==> src/rtl/fmap_bram_arbiter_if.sv <==
// rtl/fmap_bram_arbiter_if.sv - dual-port feature-map BRAM connection bundle
//
// Purpose: groups the signals between the feature-map BRAM and its arbiter.
// Port A is the read port, port B is the write port; both are clocked by clk.
// Ports (arbiter view):
//   clk, rst_n          clock and active-low reset forwarded to the memory
//   en_a, we_a, addr_a  port A enable / write enable / address
//   data_in_a           port A write data (unused by the arbiter, tied to 0)
//   data_out_a          port A read data, one cycle after en_a
//   en_b, we_b, addr_b  port B enable / write enable / address
//   data_in_b           port B write data
interface dp_bram_if #(
    parameter int DATA_WIDTH = 16,
    parameter int ADDR_WIDTH = 10
);
    logic                  clk;
    logic                  rst_n;
    logic                  en_a;
    logic                  we_a;
    logic [ADDR_WIDTH-1:0] addr_a;
    logic [DATA_WIDTH-1:0] data_in_a;
    logic [DATA_WIDTH-1:0] data_out_a;
    logic                  en_b;
    logic                  we_b;
    logic [ADDR_WIDTH-1:0] addr_b;
    logic [DATA_WIDTH-1:0] data_in_b;

    modport arbiter (
        output clk, rst_n,
        output en_a, we_a, addr_a, data_in_a,
        input  data_out_a,
        output en_b, we_b, addr_b, data_in_b
    );

    modport memory (
        input  clk, rst_n,
        input  en_a, we_a, addr_a, data_in_a,
        output data_out_a,
        input  en_b, we_b, addr_b, data_in_b
    );
endinterface

==> src/rtl/fmap_bram_arbiter.sv <==
// rtl/fmap_bram_arbiter.sv - two-client read-modify-write arbiter for the feature-map BRAM
//
// Purpose: shares the dual-port feature-map BRAM between the convolution
// engine (saturating accumulate) and the readout stage (read, optional clear).
// Port A only reads, port B only writes; one request is accepted per cycle.
// Pipeline: S0 accept/read, S1 forward+compute, S2 write, S3 last write kept
// for forwarding.
// Ports:
//   clk, rst                   clock, synchronous active-high reset
//   acc_valid/acc_ready        accumulate request handshake
//   acc_addr, acc_delta        accumulate address and signed addend
//   rd_valid/rd_ready          readout request handshake
//   rd_addr, rd_clear          readout address, write 0 after reading
//   rd_data_valid, rd_data     readout result strobe and value
//   bram                       BRAM connection (arbiter side)
module fmap_bram_arbiter #(
    parameter int DATA_WIDTH = 16,
    parameter int ADDR_WIDTH = 10
) (
    input  logic                  clk,
    input  logic                  rst,
    input  logic                  acc_valid,
    output logic                  acc_ready,
    input  logic [ADDR_WIDTH-1:0] acc_addr,
    input  logic [DATA_WIDTH-1:0] acc_delta,
    input  logic                  rd_valid,
    output logic                  rd_ready,
    input  logic [ADDR_WIDTH-1:0] rd_addr,
    input  logic                  rd_clear,
    output logic                  rd_data_valid,
    output logic [DATA_WIDTH-1:0] rd_data,
    dp_bram_if.arbiter            bram
);

    localparam logic [DATA_WIDTH-1:0] SAT_MAX = {1'b0, {(DATA_WIDTH-1){1'b1}}};
    localparam logic [DATA_WIDTH-1:0] SAT_MIN = {1'b1, {(DATA_WIDTH-1){1'b0}}};

    // ---------------------------------------------------------------
    // S0: arbitration and read issue
    // ---------------------------------------------------------------
    logic                  rr_acc;      // 1: acc wins the next contended cycle
    logic                  grant_acc;
    logic                  grant_rd;
    logic                  accept;
    logic [ADDR_WIDTH-1:0] s0_addr;
    logic [ADDR_WIDTH-1:0] addr_a_q;    // keeps addr_a stable while idle

    always_comb begin
        grant_acc = 1'b0;
        grant_rd  = 1'b0;
        if (!rst) begin
            if (acc_valid && (!rd_valid || rr_acc)) begin
                grant_acc = 1'b1;
            end else if (rd_valid) begin
                grant_rd = 1'b1;
            end
        end
    end

    assign acc_ready = grant_acc;
    assign rd_ready  = grant_rd;
    assign accept    = grant_acc | grant_rd;
    assign s0_addr   = grant_acc ? acc_addr : rd_addr;

    // Pointer only moves on contended cycles so a lone client never
    // steals the other client's turn.
    always_ff @(posedge clk) begin
        if (rst) begin
            rr_acc   <= 1'b1;
            addr_a_q <= '0;
        end else begin
            if (acc_valid && rd_valid) begin
                rr_acc <= ~grant_acc;
            end
            if (accept) begin
                addr_a_q <= s0_addr;
            end
        end
    end

    // ---------------------------------------------------------------
    // S1: BRAM data arrives, forwarding, result computation
    // ---------------------------------------------------------------
    logic                  s1_valid;
    logic                  s1_is_acc;
    logic                  s1_clear;
    logic [ADDR_WIDTH-1:0] s1_addr;
    logic [DATA_WIDTH-1:0] s1_delta;

    logic                  s2_valid;    // S2 holds a write to commit
    logic [ADDR_WIDTH-1:0] s2_addr;
    logic [DATA_WIDTH-1:0] s2_data;

    logic                  s3_valid;    // last committed write
    logic [ADDR_WIDTH-1:0] s3_addr;
    logic [DATA_WIDTH-1:0] s3_data;

    logic [DATA_WIDTH-1:0] fwd_old;
    logic [DATA_WIDTH:0]   sum;
    logic [DATA_WIDTH-1:0] sat_sum;

    always_ff @(posedge clk) begin
        if (rst) begin
            s1_valid  <= 1'b0;
            s1_is_acc <= 1'b0;
            s1_clear  <= 1'b0;
            s1_addr   <= '0;
            s1_delta  <= '0;
        end else begin
            s1_valid  <= accept;
            s1_is_acc <= grant_acc;
            s1_clear  <= rd_clear;
            s1_addr   <= s0_addr;
            s1_delta  <= acc_delta;
        end
    end

    // The word read for S1 was sampled one edge before S2's write commits
    // and on the same edge S3's write committed, so both may be stale in
    // data_out_a. S2 is the younger write and therefore wins.
    always_comb begin
        fwd_old = bram.data_out_a;
        if (s2_valid && (s2_addr == s1_addr)) begin
            fwd_old = s2_data;
        end else if (s3_valid && (s3_addr == s1_addr)) begin
            fwd_old = s3_data;
        end
    end

    // One extra bit catches overflow: the top two bits disagree exactly
    // when the true sum left the representable range.
    always_comb begin
        sum     = {fwd_old[DATA_WIDTH-1], fwd_old} + {s1_delta[DATA_WIDTH-1], s1_delta};
        sat_sum = sum[DATA_WIDTH-1:0];
        if (sum[DATA_WIDTH] != sum[DATA_WIDTH-1]) begin
            sat_sum = sum[DATA_WIDTH] ? SAT_MIN : SAT_MAX;
        end
    end

    // ---------------------------------------------------------------
    // S2 write stage, S3 forwarding copy, readout result
    // ---------------------------------------------------------------
    always_ff @(posedge clk) begin
        if (rst) begin
            s2_valid      <= 1'b0;
            s2_addr       <= '0;
            s2_data       <= '0;
            s3_valid      <= 1'b0;
            s3_addr       <= '0;
            s3_data       <= '0;
            rd_data_valid <= 1'b0;
            rd_data       <= '0;
        end else begin
            // A plain read issues no write, so it never becomes a
            // forwarding source either.
            s2_valid <= s1_valid && (s1_is_acc || s1_clear);
            if (s1_valid && (s1_is_acc || s1_clear)) begin
                s2_addr <= s1_addr;
                s2_data <= s1_is_acc ? sat_sum : '0;
            end

            s3_valid <= s2_valid;
            if (s2_valid) begin
                s3_addr <= s2_addr;
                s3_data <= s2_data;
            end

            rd_data_valid <= s1_valid && !s1_is_acc;
            if (s1_valid && !s1_is_acc) begin
                rd_data <= fwd_old;
            end
        end
    end

    // ---------------------------------------------------------------
    // BRAM drive
    // ---------------------------------------------------------------
    assign bram.clk       = clk;
    assign bram.rst_n     = ~rst;
    assign bram.en_a      = accept;
    assign bram.we_a      = 1'b0;
    assign bram.addr_a    = accept ? s0_addr : addr_a_q;
    assign bram.data_in_a = '0;
    // Gated by rst so an in-flight write is dropped at a reset edge.
    assign bram.en_b      = s2_valid & ~rst;
    assign bram.we_b      = s2_valid & ~rst;
    assign bram.addr_b    = s2_addr;
    assign bram.data_in_b = s2_data;

endmodule

==> src/flat_wrapper.sv <==
// flat-port wrapper written by rule: the top's interface ports become plain ports
module fmap_bram_arbiter_flat 
#(
    parameter int DATA_WIDTH = 16,
    parameter int ADDR_WIDTH = 10
)
  (clk, rst, acc_valid, acc_ready, acc_addr, acc_delta, rd_valid, rd_ready, rd_addr, rd_clear, rd_data_valid, rd_data, bram_clk, bram_rst_n, bram_en_a, bram_we_a, bram_addr_a, bram_data_in_a, bram_data_out_a, bram_en_b, bram_we_b, bram_addr_b, bram_data_in_b);
  dp_bram_if #(.DATA_WIDTH(DATA_WIDTH), .ADDR_WIDTH(ADDR_WIDTH)) bram_i ();
  input  logic clk;
  input  logic rst;
  input  logic acc_valid;
  output logic acc_ready;
  input  logic [ADDR_WIDTH-1:0] acc_addr;
  input  logic [DATA_WIDTH-1:0] acc_delta;
  input  logic rd_valid;
  output logic rd_ready;
  input  logic [ADDR_WIDTH-1:0] rd_addr;
  input  logic rd_clear;
  output logic rd_data_valid;
  output logic [DATA_WIDTH-1:0] rd_data;
  output wire logic [$bits(bram_i.clk)-1:0] bram_clk;
  output wire logic [$bits(bram_i.rst_n)-1:0] bram_rst_n;
  output wire logic [$bits(bram_i.en_a)-1:0] bram_en_a;
  output wire logic [$bits(bram_i.we_a)-1:0] bram_we_a;
  output wire logic [$bits(bram_i.addr_a)-1:0] bram_addr_a;
  output wire logic [$bits(bram_i.data_in_a)-1:0] bram_data_in_a;
  input wire logic [$bits(bram_i.data_out_a)-1:0] bram_data_out_a;
  output wire logic [$bits(bram_i.en_b)-1:0] bram_en_b;
  output wire logic [$bits(bram_i.we_b)-1:0] bram_we_b;
  output wire logic [$bits(bram_i.addr_b)-1:0] bram_addr_b;
  output wire logic [$bits(bram_i.data_in_b)-1:0] bram_data_in_b;
  assign bram_clk = bram_i.clk;
  assign bram_rst_n = bram_i.rst_n;
  assign bram_en_a = bram_i.en_a;
  assign bram_we_a = bram_i.we_a;
  assign bram_addr_a = bram_i.addr_a;
  assign bram_data_in_a = bram_i.data_in_a;
  assign bram_i.data_out_a = bram_data_out_a;
  assign bram_en_b = bram_i.en_b;
  assign bram_we_b = bram_i.we_b;
  assign bram_addr_b = bram_i.addr_b;
  assign bram_data_in_b = bram_i.data_in_b;
  fmap_bram_arbiter #(.DATA_WIDTH(DATA_WIDTH), .ADDR_WIDTH(ADDR_WIDTH)) u_core (.clk(clk), .rst(rst), .acc_valid(acc_valid), .acc_ready(acc_ready), .acc_addr(acc_addr), .acc_delta(acc_delta), .rd_valid(rd_valid), .rd_ready(rd_ready), .rd_addr(rd_addr), .rd_clear(rd_clear), .rd_data_valid(rd_data_valid), .rd_data(rd_data), .bram(bram_i));
endmodule
==> config.mk <==
export PLATFORM = sky130hd
export DESIGN_NAME = fmap_bram_arbiter_flat
export DESIGN_NICKNAME = d
export VERILOG_FILES = /design/src/rtl/fmap_bram_arbiter_if.sv /design/src/rtl/fmap_bram_arbiter.sv /design/src/flat_wrapper.sv
export SDC_FILE = /design/constraint.sdc
export NUM_CORES = 1
export LEC_CHECK = 0
export ABC_AREA = 1
export BUFFER_PORTS_ARGS = -buffer_cell sky130_fd_sc_hd__buf_2
export CORE_MARGIN = 1
export CORE_UTILIZATION = 49
export CTS_CLUSTER_SIZE = 16
export DETAILED_ROUTE_END_ITERATION = 8
export PLACE_DENSITY = 0.8
export SLEW_MARGIN = 20
export SYNTH_ARGS = -nofsm -noshare
export SYNTH_HDL_FRONTEND = slang
export SYNTH_SLANG_ARGS = --single-unit
==> constraint.sdc <==
create_clock -name clk -period 3.2 [get_ports clk]
set_input_delay 0.96 -clock clk [delete_from_list [all_inputs] [get_ports clk]]
set_output_delay 0.96 -clock clk [all_outputs]
set_load 0.005 [all_outputs]
==> results_dict.tcl, run 1 <==
set metrics [dict create \
    drv_slew 0 \
    overflow 0 \
    syn_to_final_growth_pct 43.70 \
    layout.nets 1045 \
    mean_cell_area_of_the_mapped_netlist_um2 7.181 \
    yosys.cell_types.count 34 \
    run_status "complete, but fails checks" \
    cts_tree "yes" \
    synth_enable_flop_cells 0 \
    timing.critical_path.arrival_ns 3.90 \
    grt_start_max_net_pins 58 \
    viasPerCell 5.610 \
    power_density_nw_per_um2 466.5 \
    layout.area.seq_um2 2232 \
    critPathRequiredTime_ns 3.61 \
    final_critical_path_setup_slack_ns -0.2836 \
    place.detailed.instances 1068 \
    final_layout_size_suffix_gt1_share_pct 39.59 \
    synth-seq-cells 111 \
    grt.total_usage_pct 27.84 \
    dp.final_hpwl_mm 10.72 \
    place.port_buffers 116 \
    grt_antenna_before_repair 1 \
    holdBufCountCts 0 \
    final_worst_path_period_share_pct 108.9 \
    num_vias 6255 \
    maxCapViolations 0 \
    max_slew.worst_pin.slew_ns 0.7205 \
    grt_pass1_vias 5224 \
    initial_core_util_pct 51.28 \
    final_core_utilization_pct 73.68 \
    antenna_cells_inserted 0 \
    dr.first_iter.drc_count 544 \
    worst_skew_pair.late_latency_ns 0.49 \
    avgRoutedWirePerCell_um 17.37 \
    worstSetupPathType "flip-flop to flip-flop" \
    netlist_area_um2 5680 \
    worstPathMaxFanout 7 \
    leakage_uw 0.004126 \
    finalHoldViolCount 0 \
    io_pins 134 \
    layout.cells.non_filler 1115 \
    post_synthesis_instance_total 791 \
    final.min_clock_period_ns 3.484 \
    wire_length_of_the_first_global_routing_pass_mm 25.24 \
    worstSetupEndpointType "flip-flop" \
    tns_ns -3.839 \
    synthDominantCellAreaShare_pct 39.12 \
    rsz0062_at_grt "true" \
    report.final.setup_viol 16 \
    gp_congestion 0.9122 \
    timing.fmax_mhz 287.1 \
    timing.max_slew.rel_slack_pct 51.85 \
    drtPass1Iterations 7 \
    yosysTopAreaCell "sky130_fd_sc_hd__dfxtp_1" \
    multiInputGateArea_um2 3671 \
    design.die.area_um2 12030 \
    synth_seq_area_share_pct 39.12 \
    die_span_in_x_um 109.7 \
    synth-async-reset-ratio_pct 0 \
    clk_pin_slew_worst_paths_ns 0.08 \
    timing.hold.worst.class "flip-flop to flip-flop" \
    peakVddDrop_v 0.0005352 \
    ys_dominant_reg_cell "sky130_fd_sc_hd__dfxtp_1" \
    die_y_um 109.7 \
    drc 0 \
    synth_warnings 0 \
    synth_top_cells_by_area "sky130_fd_sc_hd__dfxtp_1 39%, sky130_fd_sc_hd__nand2_1 11%, sky130_fd_sc_hd__nor2_1 7.0%" \
    routed_wirelength_mm 19.37 \
    num-fill-cells 722 \
    clock_skew_ns 0.01328 \
    crit_path_start_kind "flip-flop" \
    antenna_violating_nets_post_route 0 \
    core_um2 11080 \
    failed_checks "negative setup slack" \
    core.rowCount 38 \
]
## state kept, by name, summed over array words and instances (netlist names)
signal	cells
u_core.addr_a_q	10
u_core.bram.addr_b	10
u_core.bram.data_in_b	16
u_core.rd_data	16
u_core.rd_data_valid	1
u_core.rr_acc	1
u_core.s1_addr	10
u_core.s1_clear	1
u_core.s1_delta	16
u_core.s1_is_acc	1
u_core.s1_valid	1
u_core.s2_valid	1
u_core.s3_addr	10
u_core.s3_data	16
u_core.s3_valid	1
## stage by stage
step	power [µW]	setup WS (ns)	hold WS, ns	instance area (µm²)
2_1_floorplan	1985	0.04801	0.4460	5741
3_3_place_gp	2219	-0.04807	0.4577	6689
3_5_place_dp	2230	-0.1274	0.4607	6689
4_1_cts	3624	-0.04400	0.4738	7273
5_1_grt	3959	-0.3842	0.4879	8163
6_report	3808	-0.2836	0.4714	8163
## repair_timing
item                       in CTS  in global routing
gates resized for setup        24                151
gates cloned                    1                  6
setup buffers                   1                 21
setup endpoints to repair      15                 26
hold endpoints to repair        0                  0
pin swaps                       7                 60
## area by class of cell
cell class | instances | share of cell area (%)
Multi-Input combinational cell | 566 | 44.97
Sequential cell | 111 | 27.35
Timing Repair Buffer | 200 | 17.03
Clock buffer | 13 | 3.740
Inverter | 78 | 3.617
Tap cell | 140 | 2.146
Clock inverter | 7 | 1.150
## critical path: stages (launching register included)
cell and delay (ns):
sky130_fd_sc_hd__dfxtp_2 0.35, sky130_fd_sc_hd__inv_2 0.04, sky130_fd_sc_hd__nand2_1 0.05, sky130_fd_sc_hd__nand4_1 0.19, sky130_fd_sc_hd__nor3_4 0.36, sky130_fd_sc_hd__nand2_4 0.15, sky130_fd_sc_hd__clkbuf_16 0.19, sky130_fd_sc_hd__nand2_1 0.08
sky130_fd_sc_hd__nand3_2 0.12, sky130_fd_sc_hd__o21a_1 0.16, sky130_fd_sc_hd__ha_4 0.32, sky130_fd_sc_hd__nand2_4 0.06, sky130_fd_sc_hd__nor2_1 0.15, sky130_fd_sc_hd__nand2_1 0.12, sky130_fd_sc_hd__nand2_2 0.14, sky130_fd_sc_hd__nand2_4 0.10
sky130_fd_sc_hd__nand3_4 0.10, sky130_fd_sc_hd__nand2_4 0.09, sky130_fd_sc_hd__a21oi_4 0.23, sky130_fd_sc_hd__clkbuf_16 0.21, sky130_fd_sc_hd__nand2_2 0.06, sky130_fd_sc_hd__a21oi_2 0.13
## synthesized netlist by cell type, types with 10 or more instances
| cell | count |
|---|---|
| sky130_fd_sc_hd__o21ai_0 | 47 |
| sky130_fd_sc_hd__o211ai_1 | 16 |
| sky130_fd_sc_hd__ha_1 | 17 |
| sky130_fd_sc_hd__clkbuf_1 | 23 |
| sky130_fd_sc_hd__nor2_1 | 106 |
| sky130_fd_sc_hd__buf_4 | 19 |
| sky130_fd_sc_hd__inv_1 | 75 |
| sky130_fd_sc_hd__mux2i_1 | 10 |
| sky130_fd_sc_hd__nand2_1 | 169 |
| sky130_fd_sc_hd__dfxtp_1 | 111 |
| sky130_fd_sc_hd__o21a_1 | 15 |
| sky130_fd_sc_hd__nand3_1 | 77 |
| sky130_fd_sc_hd__a21oi_1 | 25 |
| sky130_fd_sc_hd__xnor2_1 | 12 |
| sky130_fd_sc_hd__a21oi_2 | 14 |
## cells in the final DEF, fill, tap and decap left out, types with 4 or more instances in the layout
master	synthesis	routed
sky130_fd_sc_hd__nor2_1	106	104
sky130_fd_sc_hd__nand4_1	4	4
sky130_fd_sc_hd__a21oi_4	1	4
sky130_fd_sc_hd__buf_2	9	116
sky130_fd_sc_hd__ha_4	0	15
sky130_fd_sc_hd__clkbuf_16	0	17
sky130_fd_sc_hd__dfxtp_1	111	103
sky130_fd_sc_hd__inv_8	0	4
sky130_fd_sc_hd__a21oi_2	14	17
sky130_fd_sc_hd__xor2_1	6	6
sky130_fd_sc_hd__buf_12	0	5
sky130_fd_sc_hd__nand3_2	0	31
sky130_fd_sc_hd__nand2_4	0	19
sky130_fd_sc_hd__nand2_2	8	43
sky130_fd_sc_hd__o211ai_1	16	16
sky130_fd_sc_hd__nand2_1	169	117
sky130_fd_sc_hd__a21oi_1	25	19
sky130_fd_sc_hd__inv_1	75	69
sky130_fd_sc_hd__inv_2	3	8
sky130_fd_sc_hd__nand3_1	77	44
sky130_fd_sc_hd__conb_1	1	17
sky130_fd_sc_hd__buf_6	2	5
sky130_fd_sc_hd__xnor2_1	12	11
sky130_fd_sc_hd__buf_4	19	69
sky130_fd_sc_hd__nand3b_1	5	5
sky130_fd_sc_hd__o21ai_0	47	46
sky130_fd_sc_hd__mux2i_1	10	8
sky130_fd_sc_hd__dfxtp_2	0	8
sky130_fd_sc_hd__o21a_1	15	12
## power breakdown
part           internal (µW)  switching [µW]  total, µW
Clock                    739             644       1380
Sequential              1460            61.6       1530
Combinational            386             514        900
Total                   2590            1220       3810
## path summary, 6_finish.rpt
kind | start | end | slack [ns] | depth (start not counted)
setup reg to reg | u_core.s1_addr[8] | u_core.bram.data_in_b[9] | -0.28 | 21
hold / removal | u_core.rd_data[14] | u_core.rd_data[14] | 0.47 | 2
hold reg to reg | u_core.rd_data[14] | u_core.rd_data[14] | 0.47 | 2
setup / recovery | u_core.s1_addr[8] | u_core.bram.data_in_b[9] | -0.28 | 21
## kinds of logic (layout without fill, tap and decap cells)
logic type / after synthesis / in the layout / share of synthesized area (%)
other: 1 / 17 / 0.06602
adders and majority gates: 18 / 18 / 4.097
xor gates and xnor gates: 18 / 18 / 2.775
and+or+nand+nor: 376 / 378 / 27.91
DFF: 111 / 111 / 39.12
muxes: 10 / 10 / 1.762
buffers and inverters: 132 / 298 / 10.44
AOI/OAI and AO/OA: 125 / 125 / 13.83
## per-layer routing
layer,vias up,GRT usage (%),wire [µm],part of all wire [%]
met5,-,0,0,0
met4,0,14.38,984,5.1
met3,96,7.232,1696,8.8
met2,387,43.94,9107,47
met1,2893,34.97,7584,39
li1,2879,-,-,-
No activity file was read; power rests on OpenSTA's default activity.
==> inputs of run 2 (changes only) <==
ABC_AREA = 0   (was 1)
CORE_UTILIZATION = 48   (was 49)
PLACE_DENSITY = 0.79   (was 0.8)
RECOVER_POWER = 100   (was unset)
==> run 2 against run 1 <==
Compared with the run above:
- the run still ends with negative setup slack left
- global-route usage is 0.75 points lower
- critical endpoint is now u_core.bram.data_in_b[13]
- sequential cell count stayed put
- via count down 18%
- first-iteration DRC count shrank 35%
- combinational power down 13%
- critical path depth fell by 4
- worst setup slack worse by 0.27 ns
- highest routed layer unchanged
- worst hold slack gained 0.019 ns
==> results_dict.tcl, run 2 <==
set metrics [dict create \
    yosys.cell_types.count 49 \
    crit_chain "xnor2_1 > nand4_1 > nor3_4 > buf_6 > buf_4 > mux2i_2 > o21ai_2 > ha_1 > nand2_1 > nand2_1 > nand4_1 > a221o_1 > buf_6 > o21ai_4 > buf_12 > nand2_1 > a311oi_2" \
    synth_enable_flop_cells 0 \
    initial_core_util_pct 49.26 \
    worst_path_most_repeated_cell "sky130_fd_sc_hd__nand2_1" \
    mean_cell_area_of_the_mapped_netlist_um2 9.005 \
    final_layout_size_suffix_gt1_share_pct 39.88 \
    worst_path_max_delay_cell "sky130_fd_sc_hd__a221o_1" \
    finalHoldViolCount 0 \
    place.port_buffers 116 \
    dp.final_hpwl_mm 10.95 \
    design.die.area_um2 11550 \
    syn_to_final_growth_pct 37.32 \
    grt_antenna_before_repair 0 \
    avgRoutedWirePerCell_um 16.95 \
    ys_dominant_reg_cell "sky130_fd_sc_hd__dfxtp_1" \
    synthDominantCellAreaShare_pct 41.61 \
    timing.critical_path.arrival_ns 4.13 \
    antenna_cells_inserted 0 \
    synth-async-reset-ratio_pct 0 \
    num_vias 5112 \
    ys_top_cells_by_count "111 x sky130_fd_sc_hd__dfxtp_1, 74 x sky130_fd_sc_hd__nand2_1, 53 x sky130_fd_sc_hd__nor2_1" \
    final_core_utilization_pct 67.65 \
    worstPathBufferInverterCount 4 \
    synth-seq-cells 111 \
    post_synth_and_or_nand_nor_area_fraction_pct 16.17 \
    core_um2 10840 \
    final.min_clock_period_ns 3.749 \
    clk_pin_slew_worst_paths_ns 0.10 \
    peakVddDrop_v 0.0002945 \
    drc 0 \
    rsz0062_at_grt "true" \
    layout_commonest_cell "sky130_fd_sc_hd__buf_2" \
    cpLargestDelayFamily "compound AO/OA/AOI/OAI gates" \
    main_combinational_cell_family_by_area_after_synthesis "compound AO/OA/AOI/OAI gates" \
    final_worst_path_period_share_pct 117.2 \
    drv_slew 0 \
    wire_length_of_the_first_global_routing_pass_mm 23.91 \
    core.rowCount 38 \
    crit_path_start_kind "flip-flop" \
    synth-compound-area-share_pct 16.54 \
    fraction_of_the_mapped_netlist_area_in_adder_cells_pct 4.545 \
    grt_start_max_net_pins 84 \
    worstSetupEndpointType "flip-flop" \
    viasPerCell 5.410 \
    io_pins 134 \
    grt_pass1_vias 4833 \
    timing.fmax_mhz 266.7 \
    report.final.setup_viol 26 \
    die_y_um 107.5 \
    worst_skew_pair.late_latency_ns 0.48 \
    crit_cells 17 \
    critPathRequiredTime_ns 3.58 \
    power_density_nw_per_um2 426.6 \
    maxCapViolations 0 \
    netlist_area_um2 5340 \
    synth_warnings 0 \
    routed_wirelength_mm 16.02 \
    synth_seq_area_share_pct 41.61 \
    leakage_uw 0.003180 \
    depth_of_the_most_critical_reg_to_reg_path 17 \
    cp_slowest_stage_delay_ns 0.41 \
    grt.total_usage_pct 27.09 \
    synth.area.mux_share_pct 9.747 \
    overflow 0 \
    yosysTopAreaCell "sky130_fd_sc_hd__dfxtp_1" \
    timing.max_slew.rel_slack_pct 37.30 \
    gp_congestion 0.9089 \
    synth_top_cells_by_area "sky130_fd_sc_hd__dfxtp_1 42%, sky130_fd_sc_hd__mux2i_1 9.7%, sky130_fd_sc_hd__nand2_1 5.2%" \
    failed_checks "negative setup slack" \
    synthMostInstantiatedCell "sky130_fd_sc_hd__dfxtp_1" \
    hold_ws_ns 0.4907 \
    min_path_cells 2 \
    layout.nets 875 \
    antenna_violating_nets_post_route 0 \
    most-common-layout-cells "115 x sky130_fd_sc_hd__buf_2, 107 x sky130_fd_sc_hd__buf_4, 101 x sky130_fd_sc_hd__dfxtp_1, 67 x sky130_fd_sc_hd__nand2_1, 53 x sky130_fd_sc_hd__nor2_1" \
    holdBufCountCts 0 \
    drtPass1Iterations 5 \
    post_synthesis_instance_total 593 \
    final_critical_path_setup_slack_ns -0.5490 \
    timing.hold.worst.class "flip-flop to flip-flop" \
    run_status "complete, but fails checks" \
    die_span_in_x_um 107.5 \
    dr.first_iter.drc_count 354 \
    worstPathMaxFanout 8 \
    synth_xor_xnor_area_share_pct 5.412 \
    cts_tree "yes" \
    max_slew.worst_pin.slew_ns 0.9406 \
    worstSetupPathType "flip-flop to flip-flop" \
    clock_skew_ns 0.009049 \
]
-- run 2: cell types whose count changed after synthesis, sizes merged, moves of 11 or more --
cell	delta
nand2	-103
inv	-71
nand3	-70
nor2	-54
mux2i	+42
o21ai	-24
nor2b	+19
a22o	+16
xnor2	+16
a311oi	+14
o211ai	-14
o21a	-13
and2	+11
-- run 2: worst min-delay path: cells and delay by family, from the launching register on --
kind,cells,cell delay [ns]
flip-flops,1,0.35
AND/OR/NAND/NOR,1,0.06
AO/OA/AOI/OAI,1,0.05
-- run 2: what timing repair did --
action | in CTS | in global routing
buffers inserted | 12 | 5
gates cloned | 2 | 1
gates resized for setup | 27 | 37
pin swaps | 24 | 34
endpoints found under the setup margin | 16 | 17
-- run 2: worst paths after layout --
check	start	slack, ns	end
hold reg to reg	u_core.s1_addr[5]	0.49	u_core.bram.addr_b[5]
hold / removal	u_core.s1_addr[5]	0.49	u_core.bram.addr_b[5]
setup reg to reg	u_core.s3_addr[9]	-0.55	u_core.bram.data_in_b[13]
setup / recovery	u_core.s3_addr[9]	-0.55	u_core.bram.data_in_b[13]
-- run 2: metal layers --
layer | wire, µm | GRT usage [%] | up-vias
li1 | - | - | 2439
met4 | 332 | 11.55 | 0
met1 | 6819 | 36.42 | 2439
met5 | 0 | 0 | -
met3 | 1200 | 5.085 | 24
met2 | 7668 | 42.44 | 210
-- run 2: cell families (layout without fill, tap and decap cells) --
family                   after synthesis  in the layout
AND/OR/NAND/NOR                      188            189
multiplexers                          52             52
adder cells (fa/ha/maj)               19             19
AO/OA/AOI/OAI                        127            127
XOR/XNOR                              33             33
buffers and inverters                 62            257
flip-flops                           111            111
other                                  1             17
-- run 2: layout make-up --
| cell class | instances | area [µm²] |
|---|---|---|
| sequential | 111 | 2237 |
| timing repair buffer | 230 | 1484 |
| inverter | 7 | 26.28 |
| clock inverter | 3 | 18.77 |
| clock buffer | 17 | 195.2 |
| tap | 140 | 175.2 |
| multi-input combinational | 437 | 3197 |
| fill | 793 | 3507 |
-- run 2: power breakdown --
group,switching [µW],total [µW],internal [µW],leakage [µW]
Combinational,400,780,381,0.00215
Clock,471,864,393,0.000113
Sequential,44.0,1480,1440,0.000912
-- run 2: per-stage QoR --
step                setup WS (ns)  instances  power (µW)  area (µm²)  setup TNS [ns]
floorplan                 -0.3627        609        1914        5474          -4.726
global placement          -0.3463        908        2167        6721          -4.502
detailed placement        -0.4892        908        2187        6721          -6.251
CTS                       -0.4051        941        3056        7158          -5.829
global route              -0.6901        945        3264        7333          -14.26
finish                    -0.5490        945        3128        7333          -10.56
